==> src/rtl/pipe_pkg.sv <==
// rtl/pipe_pkg.sv - shared widths, arbiter state encoding and register mask helper
package pipe_pkg;

    localparam int REG_W    = 5;
    localparam int DATA_W   = 32;
    localparam int NUM_REGS = 32;

    typedef enum logic {
        IDLE = 1'b0,
        PEND = 1'b1
    } arb_state_e;

    // One-hot mask of a register index; register 0 never maps to a bit.
    function automatic logic [NUM_REGS-1:0] regMask(input logic [REG_W-1:0] r);
        logic [NUM_REGS-1:0] m;
        m = '0;
        if (r != '0) begin
            m[r] = 1'b1;
        end
        return m;
    endfunction

endpackage

==> src/rtl/wb_arbiter_if.sv <==
// rtl/wb_arbiter_if.sv - writeback arbiter bus: A/B writeback, issue, operand check, regfile port
interface wb_arbiter_if;
    import pipe_pkg::*;

    logic              a_we;
    logic [REG_W-1:0]  a_reg;
    logic [DATA_W-1:0] a_data;
    logic              b_valid;
    logic              b_ready;
    logic [REG_W-1:0]  b_reg;
    logic [DATA_W-1:0] b_data;
    logic              issue_valid;
    logic [REG_W-1:0]  issue_reg;
    logic [REG_W-1:0]  chk_rs;
    logic [REG_W-1:0]  chk_rt;
    logic [REG_W-1:0]  chk_rd;
    logic              rs_busy;
    logic              rt_busy;
    logic              rd_busy;
    logic              wb_hold;
    logic [REG_W-1:0]  WriteReg;
    logic [DATA_W-1:0] writeData;
    logic              regWrite;

    modport master (
        output a_we, a_reg, a_data, b_valid, b_reg, b_data,
               issue_valid, issue_reg, chk_rs, chk_rt, chk_rd,
        input  b_ready, rs_busy, rt_busy, rd_busy, wb_hold,
               WriteReg, writeData, regWrite
    );

    modport slave (
        input  a_we, a_reg, a_data, b_valid, b_reg, b_data,
               issue_valid, issue_reg, chk_rs, chk_rt, chk_rd,
        output b_ready, rs_busy, rt_busy, rd_busy, wb_hold,
               WriteReg, writeData, regWrite
    );

endinterface

==> src/rtl/wb_scoreboard.sv <==
// rtl/wb_scoreboard.sv - pending-write busy vector with three check ports; WB_ARB_BYPASS_EN masks same-cycle commits
module wb_scoreboard
    import pipe_pkg::*;
(
    input  logic             clk,
    input  logic             rst,
    input  logic             setEn,
    input  logic [REG_W-1:0] setReg,
    input  logic             clrEn,
    input  logic [REG_W-1:0] clrReg,
    input  logic [REG_W-1:0] chkRs,
    input  logic [REG_W-1:0] chkRt,
    input  logic [REG_W-1:0] chkRd,
    output logic             rsBusy,
    output logic             rtBusy,
    output logic             rdBusy
);

    logic [NUM_REGS-1:0] busy;

    function automatic logic busyAt(input logic [NUM_REGS-1:0] v, input logic [REG_W-1:0] r);
        return (r != '0) && v[r];
    endfunction

    // Set is OR-ed in after the clear so a same-cycle issue keeps the bit.
    always_ff @(posedge clk or posedge rst) begin
        if (rst) begin
            busy <= '0;
        end else begin
            busy <= (busy & ~(clrEn ? regMask(clrReg) : '0))
                  | (setEn ? regMask(setReg) : '0);
        end
    end

`ifdef WB_ARB_BYPASS_EN
    // The regfile writes before it is read, so a committing register is already safe.
    assign rsBusy = busyAt(busy, chkRs) & ~(clrEn && (clrReg == chkRs));
    assign rtBusy = busyAt(busy, chkRt) & ~(clrEn && (clrReg == chkRt));
    assign rdBusy = busyAt(busy, chkRd) & ~(clrEn && (clrReg == chkRd));
`else
    assign rsBusy = busyAt(busy, chkRs);
    assign rtBusy = busyAt(busy, chkRt);
    assign rdBusy = busyAt(busy, chkRd);
`endif

endmodule

==> src/rtl/wb_arbiter.sv <==
// rtl/wb_arbiter.sv - regfile write-port arbiter: pipeline A has priority, one-entry buffer for unit B, starvation hold
module wb_arbiter
    import pipe_pkg::*;
#(
    parameter int STARVE_LIMIT = 4
) (
    input  logic         clk,
    input  logic         rst,
    wb_arbiter_if.slave  bus
);

    localparam int CNT_W = $clog2(STARVE_LIMIT + 1);

    arb_state_e        state;
    logic [REG_W-1:0]  bufReg;
    logic [DATA_W-1:0] bufData;
    logic [CNT_W-1:0]  starveCnt;
    logic              wbHoldQ;
    logic              bReadyQ;
    logic              bCommit;

    assign bCommit     = (state == PEND) && !bus.a_we;
    assign bus.b_ready = bReadyQ;
    assign bus.wb_hold = wbHoldQ;

    always_comb begin
        bus.regWrite  = 1'b0;
        bus.WriteReg  = '0;
        bus.writeData = '0;
        if (bus.a_we) begin
            bus.regWrite  = 1'b1;
            bus.WriteReg  = bus.a_reg;
            bus.writeData = bus.a_data;
        end else if (state == PEND) begin
            bus.regWrite  = 1'b1;
            bus.WriteReg  = bufReg;
            bus.writeData = bufData;
        end
    end

    always_ff @(posedge clk or posedge rst) begin
        if (rst) begin
            state     <= IDLE;
            bufReg    <= '0;
            bufData   <= '0;
            starveCnt <= '0;
            wbHoldQ   <= 1'b0;
            bReadyQ   <= 1'b1;
        end else begin
            wbHoldQ <= 1'b0;
            case (state)
                IDLE: begin
                    starveCnt <= '0;
                    if (bus.b_valid) begin
                        state   <= PEND;
                        bReadyQ <= 1'b0;
                        bufReg  <= bus.b_reg;
                        bufData <= bus.b_data;
                    end
                end
                PEND: begin
                    if (!bus.a_we) begin
                        state     <= IDLE;
                        bReadyQ   <= 1'b1;
                        starveCnt <= '0;
                    end else if (starveCnt == CNT_W'(STARVE_LIMIT - 1)) begin
                        // Hold lands in the next cycle; the cycle after it is free for B.
                        wbHoldQ   <= 1'b1;
                        starveCnt <= '0;
                    end else begin
                        starveCnt <= starveCnt + 1'b1;
                    end
                end
                default: begin
                    state   <= IDLE;
                    bReadyQ <= 1'b1;
                end
            endcase
        end
    end

    wb_scoreboard u_scoreboard (
        .clk    (clk),
        .rst    (rst),
        .setEn  (bus.issue_valid),
        .setReg (bus.issue_reg),
        .clrEn  (bCommit),
        .clrReg (bufReg),
        .chkRs  (bus.chk_rs),
        .chkRt  (bus.chk_rt),
        .chkRd  (bus.chk_rd),
        .rsBusy (bus.rs_busy),
        .rtBusy (bus.rt_busy),
        .rdBusy (bus.rd_busy)
    );

endmodule

==> src/flat_wrapper.sv <==
// flat-port wrapper written by rule: the top's interface ports become plain ports
module wb_arbiter_flat import pipe_pkg::*;
#(
    parameter int STARVE_LIMIT = 4
)
  (clk, rst, bus_a_we, bus_a_reg, bus_a_data, bus_b_valid, bus_b_reg, bus_b_data, bus_issue_valid, bus_issue_reg, bus_chk_rs, bus_chk_rt, bus_chk_rd, bus_b_ready, bus_rs_busy, bus_rt_busy, bus_rd_busy, bus_wb_hold, bus_WriteReg, bus_writeData, bus_regWrite);
  wb_arbiter_if bus_i ();
  input  logic clk;
  input  logic rst;
  input wire logic [$bits(bus_i.a_we)-1:0] bus_a_we;
  input wire logic [$bits(bus_i.a_reg)-1:0] bus_a_reg;
  input wire logic [$bits(bus_i.a_data)-1:0] bus_a_data;
  input wire logic [$bits(bus_i.b_valid)-1:0] bus_b_valid;
  input wire logic [$bits(bus_i.b_reg)-1:0] bus_b_reg;
  input wire logic [$bits(bus_i.b_data)-1:0] bus_b_data;
  input wire logic [$bits(bus_i.issue_valid)-1:0] bus_issue_valid;
  input wire logic [$bits(bus_i.issue_reg)-1:0] bus_issue_reg;
  input wire logic [$bits(bus_i.chk_rs)-1:0] bus_chk_rs;
  input wire logic [$bits(bus_i.chk_rt)-1:0] bus_chk_rt;
  input wire logic [$bits(bus_i.chk_rd)-1:0] bus_chk_rd;
  output wire logic [$bits(bus_i.b_ready)-1:0] bus_b_ready;
  output wire logic [$bits(bus_i.rs_busy)-1:0] bus_rs_busy;
  output wire logic [$bits(bus_i.rt_busy)-1:0] bus_rt_busy;
  output wire logic [$bits(bus_i.rd_busy)-1:0] bus_rd_busy;
  output wire logic [$bits(bus_i.wb_hold)-1:0] bus_wb_hold;
  output wire logic [$bits(bus_i.WriteReg)-1:0] bus_WriteReg;
  output wire logic [$bits(bus_i.writeData)-1:0] bus_writeData;
  output wire logic [$bits(bus_i.regWrite)-1:0] bus_regWrite;
  assign bus_i.a_we = bus_a_we;
  assign bus_i.a_reg = bus_a_reg;
  assign bus_i.a_data = bus_a_data;
  assign bus_i.b_valid = bus_b_valid;
  assign bus_i.b_reg = bus_b_reg;
  assign bus_i.b_data = bus_b_data;
  assign bus_i.issue_valid = bus_issue_valid;
  assign bus_i.issue_reg = bus_issue_reg;
  assign bus_i.chk_rs = bus_chk_rs;
  assign bus_i.chk_rt = bus_chk_rt;
  assign bus_i.chk_rd = bus_chk_rd;
  assign bus_b_ready = bus_i.b_ready;
  assign bus_rs_busy = bus_i.rs_busy;
  assign bus_rt_busy = bus_i.rt_busy;
  assign bus_rd_busy = bus_i.rd_busy;
  assign bus_wb_hold = bus_i.wb_hold;
  assign bus_WriteReg = bus_i.WriteReg;
  assign bus_writeData = bus_i.writeData;
  assign bus_regWrite = bus_i.regWrite;
  wb_arbiter #(.STARVE_LIMIT(STARVE_LIMIT)) u_core (.clk(clk), .rst(rst), .bus(bus_i));
endmodule
==> config.mk <==
export PLATFORM = sky130hd
export DESIGN_NAME = wb_arbiter_flat
export DESIGN_NICKNAME = d
export VERILOG_FILES = /design/src/rtl/pipe_pkg.sv /design/src/rtl/wb_arbiter_if.sv /design/src/rtl/wb_scoreboard.sv /design/src/rtl/wb_arbiter.sv /design/src/flat_wrapper.sv
export SDC_FILE = /design/constraint.sdc
export NUM_CORES = 1
export LEC_CHECK = 0
export ABC_AREA = 1
export CELL_PAD_IN_SITES_DETAIL_PLACEMENT = 1
export CELL_PAD_IN_SITES_GLOBAL_PLACEMENT = 1
export CORE_MARGIN = 2
export CORE_UTILIZATION = 35
export CTS_CLUSTER_SIZE = 25
export DETAILED_ROUTE_END_ITERATION = 10
export PLACE_DENSITY_LB_ADDON = 0.1
export SLEW_MARGIN = 25
export SYNTH_ARGS = -nofsm -noshare
export SYNTH_HDL_FRONTEND = slang
export SYNTH_SLANG_ARGS = --single-unit
==> constraint.sdc <==
create_clock -name clk -period 6 [get_ports clk]
set_clock_uncertainty 0.15 [all_clocks]
set_input_delay 1.2 -clock clk [delete_from_list [all_inputs] [get_ports clk]]
set_output_delay 1.2 -clock clk [all_outputs]
set_load 0.01 [all_outputs]
==> results.tsv, run 1 <==
metric	value	unit
clock_latency	330	ps
fin_nets	865	
clock-root-buffer	clkbuf_16	
synth_edf_count	0	
drv_slew	0	
gp_congestion	0.888	
cts_inserted_buffers	9	
crit_top_cell	nand2_1	
end_kind	primary output	
slew_headroom	0.439	
coreArea	0.0126	sq mm
cts_max_level	3	
hold_viol_final	0	
syn_avg_cell_area	7.07	sq um
crit_fanout	17	
async_reset_ff_frac	1.00	
synth_common_cells	nand2_1 (240), nand3_1 (86), o21ai_0 (81)	
setup_tns	0	ps
grt_pass1_wl	26.4	mm
initial_utilization	0.358	
drc	0	
hp-class	reg2reg	
place_inst	926	
crit_chain	clkdlybuf4s50_1 > inv_6 > nand2_1 > nand3_1 > nand2_1 > nand2_1 > nand2_1 > inv_1 > nand2_1 > nand2_1 > nand2_1 > clkdlybuf4s50_1	
slowest_stage	clkdlybuf4s50_1	
antenna_found_initial	0	
ioPinCount	142	
netlist_instances	638	
overflow	0	
routed_via_density	5.08	
die_area	0.0138	sq mm
grt_pass1_vias	5062	
met3_usage	0.0577	
fmax	208	MHz
fin_crit	4800	ps
met1_usage	0.293	
cap_violations	0	
startpoint_type	input port	
rsz0062_at_grt	no	
diodes	0	
yosysTopAreaCellShare	0.410	
fin_crit_sh	0.800	
ctsHoldBuffers	0	
rows	41	
wl	15.8	mm
cts.sinks	75	
synthFlopType	dfrtp_1	
dpl_cell_area	0.00594	sq mm
layout-drive-gt1-share	0.0455	
powerDensity	309	mW/mm^2
dp_hpwl	12.0	mm
die_w	118	um
cpPeakStageDelay	970	ps
yosysWarnings	0	
cts_tree	done	
yosysMostFrequentCell	nand2_1	
yosysSeqAreaShare	0.416	
path_class	in2out	
post-cts-setup-buffers	0	
grt_start_max_net_pins	54	
post_cts_resized	0	
vdd_drop_max	0.145	mV
finalInstanceArea	0.00627	sq mm
tightest_slew	841	ps
required	4650	ps
portBuffers	141	
synth.area.top_cells	dfrtp_1 (41%), nand2_1 (20%), nand3_1 (9.5%)	
initialDrtViolationCount	213	
grt_use_total	0.237	
wl_per_cell	16.8	um
dieHeight	118	um
stdcell_count	942	
final_antenna_net_count	0	
vias	4783	
synth_nets	738	
setup_viol	0	
synth_area	0.00451	sq mm
area.growth.synth_to_final	39.0	%
clk_pin_slew	60	ps
ys_types	23	
arrival	3450	ps
busiest_layer	met2	
clock_path_buffers	2	
synth_largest_area_cell	dfrtp_1	
synth-seq-cells	75	
leakage	0.00296	uW
firstDrtPassIters	4	
gr-usage-met2	0.402	
status	complete, no violations	
[state kept, by name, indices dropped and copies added, names as in the netlist]
register                  count
u_core.bufData               32
u_core.u_scoreboard.busy     32
u_core.bufReg                 5
u_core.starveCnt              3
u_core.bus.b_ready            1
u_core.bus.wb_hold            1
u_core.state                  1
[metal layers]
layer | vias to the layer above | share of wire
met5 | - | 0
met4 | 0 | 0.028
met3 | 26 | 0.050
met2 | 135 | 0.49
met1 | 2304 | 0.43
li1 | 2318 | -
[area by class of cell]
cell class / count / area (sq um)
repair buffers: 143 / 1430
inverters: 73 / 289
multi-input cells: 463 / 2130
fillers: 1635 / 6350
clock buffers: 10 / 239
flip-flops and latches: 75 / 1880
clock inverters: 6 / 88.8
well taps: 172 / 215
[placed cells by master, fill, tap and decap left out, types with 4 or more instances in the layout]
cell,n
clkdlybuf4s50_1,141
o21ai_1,11
nand2_1,240
o21ai_0,81
nand3_2,4
inv_1,64
inv_2,6
clkbuf_16,9
dfrtp_1,74
nor2_1,11
nand3_1,86
a22o_1,22
[through the flow]
step	util	total power [uW]	hold slack, ps	worst slack, ps
6_report	0.497	1940	232	1200
5_1_grt	0.497	2070	244	1020
2_1_floorplan	-	1060	260	2720
4_1_cts	0.497	1950	235	1210
3_3_place_gp	0.471	1330	217	1260
3_5_place_dp	0.471	1350	222	1210
[final timing paths]
path,from,end,slack [ps],depth (start not counted)
max reg2reg,u_core.state,u_core.bufData[4],3920,4
min,u_core.u_scoreboard.busy[0],u_core.u_scoreboard.busy[0],230,0
min in group asynchronous,rst,u_core.bufData[24],1200,2
max,bus_chk_rs[0],bus_rs_busy,1200,12
min reg2reg,u_core.u_scoreboard.busy[0],u_core.u_scoreboard.busy[0],230,0
max in group asynchronous,rst,u_core.u_scoreboard.busy[20],3490,3
[cells by family (layout without fill, tap and decap cells)]
family	count (synthesis)	count (layout)	synth area share
and+or+nand+nor	345	345	0.321
AOI/OAI and AO/OA	117	117	0.149
buffers and inverters	100	232	0.111
DFF	75	75	0.416
adders and majority gates	1	1	0.00277
[where the power goes]
part / switching [uW] / internal, uW
Sequential: 78.7 / 635
Combinational: 389 / 248
Clock: 212 / 375
[critical path, delay by kind of cell]
family	cells	cell delay, ps
buf+inv	4	1690
simple gates	8	550
Note: power is estimated with default switching activity, not from simulation.
==> run 2: changes to the inputs <==
--- a/config.mk
+++ b/config.mk
@@ -9,7 +9,7 @@
 export CELL_PAD_IN_SITES_DETAIL_PLACEMENT = 1
 export CELL_PAD_IN_SITES_GLOBAL_PLACEMENT = 1
 export CORE_MARGIN = 2
-export CORE_UTILIZATION = 35
+export CORE_UTILIZATION = 33
 export CTS_CLUSTER_SIZE = 25
 export DETAILED_ROUTE_END_ITERATION = 10
 export PLACE_DENSITY_LB_ADDON = 0.1
==> constraint.sdc (replaced) <==
create_clock -name clk -period 4.45 [get_ports clk]
set_clock_uncertainty 0.15 [all_clocks]
set_input_delay 0.89 -clock clk [delete_from_list [all_inputs] [get_ports clk]]
set_output_delay 0.89 -clock clk [all_outputs]
set_load 0.01 [all_outputs]
==> run 2 against run 1 <==
Against the previous run: count of clock-buffer cells in the layout stayed put; utilization decreased by 2.2 points; die area is 5.9% higher; via count grew 0.67%; sequential cell count did not move; first-iteration DRC count shrank 23%; sequential power up 34%; critical path depth shrank 1; wire length increased by 4.5%.
==> results.tsv, run 2 (synthesis gave the netlist of run 1 again) <==
metric	value	unit
layout-drive-gt1-share	0.0492	
drv_slew	0	
post_cts_resized	0	
cts.sinks	75	
stdcell_count	949	
vias	4815	
reg2reg_slack	2210	ps
portBuffers	141	
powerDensity	415	mW/mm^2
cts_inserted_buffers	9	
drc	0	
clock_latency	340	ps
clk_pin_slew	60	ps
hp-class	reg2reg	
setup_tns	0	ps
arrival	2930	ps
coreArea	0.0133	sq mm
setup_viol	0	
final_cell_mix	nand2_1 (240), clkdlybuf4s50_1 (141), nand3_1 (86)	
place_inst	933	
initial_utilization	0.339	
dieHeight	121	um
die_area	0.0146	sq mm
end_kind	primary output	
cts_max_level	3	
cts_tree	done	
cap_violations	0	
vdd_drop_max	0.212	mV
post-cts-setup-buffers	0	
antenna_found_initial	0	
fmax	252	MHz
overflow	0	
leakage	0.00299	uW
startpoint_type	input port	
crit_fanout	9	
tightest_slew	843	ps
rsz0062_at_grt	no	
wl_per_cell	17.4	um
ctsHoldBuffers	0	
initialDrtViolationCount	165	
path_class	in2out	
grt_start_max_net_pins	54	
area.growth.synth_to_final	39.9	%
diodes	0	
top_regs	u_core.bufData x32, u_core.u_scoreboard.busy x32, u_core.bufReg x5	
grt_pass1_vias	5114	
fin_crit	3970	ps
fill_cells	1681	
final_common_cell	nand2_1	
fin_nets	868	
hold_viol_final	0	
wl	16.5	mm
status	complete, no violations	
rows	42	
firstDrtPassIters	4	
clock_path_buffers	2	
grt_pass1_wl	26.6	mm
slew_headroom	0.437	
clock-root-buffer	clkbuf_16	
die_w	121	um
dp_hpwl	12.6	mm
grt_use_total	0.236	
gp_congestion	0.813	
routed_via_density	5.07	
ioPinCount	142	
final_antenna_net_count	0	
fin_crit_sh	0.891	
required	3410	ps
total_power	2620	uW
==> run 2: cell types whose count changed in the layout (fill, tap and decap cells not counted) <==
cell / delta
buf_12: +1
inv_6: +1
buf_4: +2
clkinvlp_4: -2
clkinv_2: +1
==> run 2: cell type report <==
cell class                      count  area [sq um]  share of cell area
Multi-Input combinational cell    463          2130               0.338
Tap cell                          176           220              0.0349
Inverter                           73           289              0.0458
Sequential cell                    75          1880               0.298
Timing Repair Buffer              146          1460               0.232
Clock inverter                      6          87.6              0.0139
Clock buffer                       10           239              0.0379
==> run 2: power by group <==
group	switching, uW	leakage [uW]	internal, uW
clock	295	0.000163	507
combinational	518	0.00192	338
sequential	102	0.000912	856
total	915	0.00299	1700
==> run 2: path summary, 6_finish.rpt <==
kind | start | endpoint | depth (start not counted)
max reg2reg | u_core.state | u_core.bufReg[1] | 4
min reg2reg | u_core.u_scoreboard.busy[0] | u_core.u_scoreboard.busy[0] | 0
max | bus_chk_rd[1] | bus_rd_busy | 11
min | u_core.u_scoreboard.busy[0] | u_core.u_scoreboard.busy[0] | 0
min in group asynchronous | rst | u_core.bufData[26] | 2
max in group asynchronous | rst | u_core.u_scoreboard.busy[13] | 3
==> run 2: metrics by stage <==
stage               setup slack (ps)  cell area (sq um)  utilization  hold slack, ps
detailed placement               517               5980        0.450             218
finish                           484               6310        0.475             230
global route                     347               6310        0.475             251
CTS                              513               6310        0.475             232
global placement                 521               5980        0.450             217
floorplan                       1500               4510            -             260
==> run 2: critical path, cell delays in order <==
cell and delay (ps):
clkdlybuf4s50_1 650, inv_2 310, nand3_1 110, nand2_1 110, nand2_1 60, nand2_1 60, inv_1 40, nand2_1 60
nand2_1 50, nand2_1 50, clkdlybuf4s50_1 530
==> run 2: metal layers <==
| metal | share of wire | track usage | vias to the layer above | wire length, um |
|---|---|---|---|---|
| met5 | 0 | 0 | - | 0 |
| met4 | 0.020 | 0.0785 | 0 | 335 |
| met3 | 0.055 | 0.0569 | 21 | 906 |
| met2 | 0.51 | 0.418 | 128 | 8380 |
| met1 | 0.42 | 0.279 | 2339 | 6890 |
| li1 | - | - | 2327 | - |
==> variant 1, RTL diff (flow settings as in run 2) <==
Build with the macro `WB_ARB_BYPASS_EN` defined.
--- a/src/rtl/wb_scoreboard.sv
+++ b/src/rtl/wb_scoreboard.sv
@@ -1,4 +1,6 @@
 // rtl/wb_scoreboard.sv - pending-write busy vector with three check ports; WB_ARB_BYPASS_EN masks same-cycle commits
+`define WB_ARB_BYPASS_EN
+
 module wb_scoreboard
     import pipe_pkg::*;
 (
Behaviour: not the same (a bounded check fails within 4 cycles, from zero or initial values and one cycle with rst high).
==> variant 1 against run 2 <==
  * Wire length fell by 2.7%
  * Area after synthesis increased by 2.2%
  * Worst setup slack lost 0.022 ns
  * Clock power is 18% lower
  * Largest cell class unchanged
  * Design area up 1.4%
  * Core utilization is 1.0 points lower
  * Synthesized cell count fell by 6.6%
  * Sequential cell count did not move
  * Fmax down 0.54%
  * Power fell by 3.3%
==> variant 1: results (changes against run 2) <==
Critical path:
- The highest fanout seen on the critical path was 11 (was 9).
- The worst-case register-to-register setup slack is 2.39 ns (was 2.21 ns).

Timing:
- The worst slew margin relative to its limit was 34.53% (was 43.75%).

Drt:
- The met3 wire length came to 804 um (was 906 um).
- The detailed-router iteration count before antenna repair came to 5 (was 4).
- The average wire length per cell after detail routing came to 17.61 um (was 17.40 um).
- The detailed-route wire length on metal 1 is 6731 um (was 6889 um).
- The met2 layer wire length in the routed design is 8305 um (was 8379 um).

Power and ir drop:
- The worst ir drop on vdd came to 0.1955 mV (was 0.2116 mV).
- The leakage power of the design is 2.855 nW (was 2.992 nW).

Finish:
- The final net count is 827 (was 868).
- The fraction of layout instances using a drive strength above 1 came to 9.699% (was 4.916%).
- The non-filler instance count after layout is 912 (was 949).

Logic synthesis:
- The number of unique standard cell types used by synthesis is 32 (was 23).
- Most area-consuming cells after synthesis: dfrtp_1, nand2_1, nand3_1, o21ai_0, mux2_2 (was dfrtp_1, nand2_1, nand3_1, o21ai_0, inv_1).
- Cell types with the highest counts after synthesis: nand2_1, nand3_1, dfrtp_1, o21ai_0, inv_1 (was nand2_1, nand3_1, o21ai_0, dfrtp_1, inv_1).
- The average footprint of a synthesized cell is 7.734 um2 (was 7.072 um2).

Place:
- The placed cell area is 6120 um2 (was 5983 um2).
- The placed instance count came to 896 (was 933).

Global route:
- The met2 routing resource usage after global routing is 40.43% (was 41.78%).
- The global-route wire length before repair is 25610 um (was 26600 um).
- The via count of the first global-routing pass is 5116 (was 5114).
- The total global-route track usage came to 22.07% (was 23.59%).
- The global-route track usage on met1 is 25.90% (was 27.87%).

Run status:
- Run status: finished clean (unchanged).
==> variant 1: cell type report <==
type                       instances  area share [%]
multi-input combinational        431           36.19
sequential                        75           29.36
timing repair buffer             148           22.95
clock buffer                      11           3.795
inverter                          62           3.717
tap                              180           3.521
clock inverter                     5          0.4695
==> variant 1: per-stage QoR <==
step           hold slack (ns)  setup slack, ns  utilization (%)
2_1_floorplan           0.2599            1.502                -
3_3_place_gp            0.2187           0.4898            44.43
3_5_place_dp            0.2191           0.4522            44.43
4_1_cts                 0.2319           0.4541            46.41
5_1_grt                 0.2479           0.2907            46.44
6_report                0.2293           0.4624            46.44
==> variant 1: path summary, 6_finish.rpt <==
path	startpoint	to	depth (start not counted)
worst max register to register	u_core.state$_DFF_PP0_	u_core.u_scoreboard.busy[27]$_DFF_PP0_	6
min in group asynchronous	rst	u_core.bufData[17]$_DFFE_PP0P_	3
worst min-delay path	u_core.u_scoreboard.busy[0]$_DFF_PP0_	u_core.u_scoreboard.busy[0]$_DFF_PP0_	0
worst max-delay path	bus_chk_rt[1]	bus_rt_busy	11
worst min register to register	u_core.u_scoreboard.busy[0]$_DFF_PP0_	u_core.u_scoreboard.busy[0]$_DFF_PP0_	0
max in group asynchronous	rst	u_core.u_scoreboard.busy[4]$_DFF_PP0_	3
==> variant 1: logic make-up (layout without fill, tap and decap cells) <==
kind of cell	Yosys count	in the layout	synth area share (%)
AO/OA/AOI/OAI	130	130	17.35
multiplexers	31	31	7.573
buffers and inverters	90	226	9.039
flip-flops	75	75	40.74
adder cells (fa/ha/maj)	1	1	0.2714
AND/OR/NAND/NOR	269	269	25.03
==> variant 1: where the power goes <==
part           internal (W)  switching, W
Sequential         0.000864      0.000123
Combinational      0.000394      0.000493
Clock              0.000389      0.000267
==> variant 2, RTL diff (flow settings as in run 2) <==
Without the edit above. Reset style: synchronous (`rst`), changed in 2 clocked blocks.
--- a/src/rtl/wb_scoreboard.sv
+++ b/src/rtl/wb_scoreboard.sv
@@ -23,7 +23,7 @@
     endfunction
 
     // Set is OR-ed in after the clear so a same-cycle issue keeps the bit.
-    always_ff @(posedge clk or posedge rst) begin
+    always_ff @(posedge clk) begin
         if (rst) begin
             busy <= '0;
         end else begin
--- a/src/rtl/wb_arbiter.sv
+++ b/src/rtl/wb_arbiter.sv
@@ -38,7 +38,7 @@
         end
     end
 
-    always_ff @(posedge clk or posedge rst) begin
+    always_ff @(posedge clk) begin
         if (rst) begin
             state     <= IDLE;
             bufReg    <= '0;
Behaviour: differs if rst is asserted again (counterexample within 4 cycles, from zero or initial values and one cycle with rst high); with rst held inactive, the same outputs for 4 cycles.
==> variant 2 against run 2 <==
  * First-iteration DRC count up 79%
  * Fmax up 0.69%
  * Core utilization down 0.74 points
  * Worst hold slack better by 0.048 ns
  * Non-clock buffer count up 3
  * Design area down 2.7%
  * Wire length down 1.1%
  * Final cell count up 3.1%
  * Area after synthesis down 2.2%
  * Worst setup slack better by 0.027 ns
  * Sequential cell count unchanged
  * Register-to-register slack better by 0.22 ns
  * Critical path type unchanged
Power is not compared: it rests on default switching activity, and its combinational part moved more than twofold at a synthesized area within 25%.
==> variant 2: results (changes against run 2) <==
Run status:
- Run status: finished clean (unchanged).

Critical path:
- The critical path launch point is bus_chk_rd[1] (unchanged).
- The worst-case register-to-register setup slack came to 2.43 ns (was 2.21 ns).
- The beginning of the worst register-to-register path is u_core.state$_SDFF_PP0_ (was u_core.state$_DFF_PP0_).

Power and ir drop:
- For this design the total switching power over the nets is 0.0004888 W.

Place:
- The HPWL reported at the end of detailed placement was 12160 um (was 12600 um).
- The worst setup timing slack at the placement stage came to 0.5109 ns (was 0.5166 ns).
- The count of port buffers added during placement is 141 (unchanged).
- The final weighted congestion in routability-driven placement is 0.9038 (was 0.8127).

Logic synthesis:
- The share of synthesized cell area in full adder, half adder and majority cells is 0.5674% (was 0.2773%).
- The proportion of synthesized chip area in sequential cells is 34.04% (was 41.63%).
- The share of the synthesized area in compound gates (AO/OA/AOI/OAI) is 19.26% (was 14.89%).
- Cell types with the highest counts after synthesis: nand2_1, dfxtp_1, nand3_1, nor2_1, inv_1 (was nand2_1, nand3_1, o21ai_0, dfrtp_1, inv_1).
- The net count after synthesis is 775 (was 738).
- The fraction of registers with async set or reset after synthesis is 0% (was 100.0%).
- Most area-consuming cells after synthesis: dfxtp_1, nand2_1, nand3_1, nor2_1, a22o_1 (was dfrtp_1, nand2_1, nand3_1, o21ai_0, inv_1).
- The synthesized-area fraction occupied by xor and xnor cells is 0% (unchanged).
- The share of synthesized area spent on multiplexers is 0% (unchanged).
- The number of unique standard cell types used by synthesis is 26 (was 23).

Global route:
- The via count of the first global-routing pass is 5044 (was 5114).
- The total global-route track usage is 23.04% (was 23.59%).
- The global-route wire length before repair is 25990 um (was 26600 um).
- The pin count of the biggest net entering global routing is 41 (was 54).

Drt:
- The average wire length per cell after detail routing is 16.70 um (was 17.40 um).
- The DRC violation total after the first TritonRoute iteration is 295 (was 165).
- The detailed-route vias per instance was 5.000 (was 5.074).

Timing:
- The worst hold-check slack is 0.2781 ns (was 0.2296 ns).
- The post-route minimum period was 3.939 ns (was 3.966 ns).
- The slew at the pin closest to its max-slew limit is 0.7297 ns (was 0.8426 ns).

Clocking:
- The buffer count from post-CTS setup fixing came to 0 (unchanged).
- The depth of the CTS H-tree is 3 (unchanged).
- The clock latency of the later-clocked register in the worst-skew pair is 0.34 ns (about the same).

Finish:
- The final net count is 899 (was 868).
- The fraction of layout instances using a drive strength above 1 was 6.733% (was 4.916%).

Worst hold path:
- The worst hold path startpoint is u_core.starveCnt[0]$_SDFF_PP0_ (was u_core.u_scoreboard.busy[0]$_DFF_PP0_).
## variant 2: cell types whose count changed in the layout (fill, tap and decap cells not counted), moves of 20 or more
cell and delta:
dfxtp_1 +75, dfrtp_1 -74, nor2_1 +64, nand2_1 -59, inv_1 -20, a21oi_1 +37
o21ai_0 -48, o21ai_1 +29
## variant 2: path summary, 6_finish.rpt
path / endpoint / cells past startpoint
setup / recovery: bus_rd_busy / 11
hold / removal: u_core.starveCnt[0]$_SDFF_PP0_ / 1
setup reg to reg: u_core.u_scoreboard.busy[2]$_SDFF_PP0_ / 5
hold reg to reg: u_core.starveCnt[0]$_SDFF_PP0_ / 1
## variant 2: layer usage
layer / part of all wire (%) / routed length (um) / global-route usage, %
met2: 49 / 8075 / 40.00
met3: 4.1 / 668 / 4.753
met1: 45 / 7315 / 28.92
met5: 0 / 0 / 0
met4: 1.7 / 272 / 6.324
## variant 2: power by group through the flow
| stage | clock network (W) | registers [W] | logic (W) |
|---|---|---|---|
| after floorplan | 0 | 0.000735 | 0.000210 |
| after global placement | 0 | 0.000741 | 0.000384 |
| after detailed placement | 0 | 0.000742 | 0.000394 |
| after CTS | 0.000671 | 0.000728 | 0.000398 |
| after global routing | 0.000706 | 0.000731 | 0.000433 |
| final | 0.000656 | 0.000728 | 0.000394 |
## variant 2: cell families after synthesis
group | Yosys count
buffers and inverters | 102
AND/OR/NAND/NOR | 350
flip-flops | 75
AO/OA/AOI/OAI | 145
adder cells (fa/ha/maj) | 2
## variant 2: worst max-delay path, stage by stage
cell and delay, ns:
clkdlybuf4s50_1 0.65, inv_2 0.29, nand3_1 0.11, nand2_1 0.09, nand2_1 0.05, nand2_1 0.08, clkinv_1 0.06, nand2_1 0.06
nand2_1 0.04, nand2_1 0.06, clkdlybuf4s50_1 0.53
## variant 2: metrics by stage
step | utilization, % | cell area [um2] | instances
after detailed placement | 44.71 | 5874 | 963
after global routing | 46.71 | 6137 | 978
final | 46.71 | 6137 | 978
after floorplan | - | 4410 | 674
after global placement | 44.71 | 5874 | 963
after CTS | 46.71 | 6137 | 978
## variant 2: final cells by class
cell class | instances | area (um2)
Tap cell | 176 | 220.2
Inverter | 66 | 255.2
Clock buffer | 13 | 250.2
Timing Repair Buffer | 149 | 1484
Multi-Input combinational cell | 497 | 2414
Sequential cell | 75 | 1501
Fill cell | 1729 | 7000
Clock inverter | 2 | 12.51
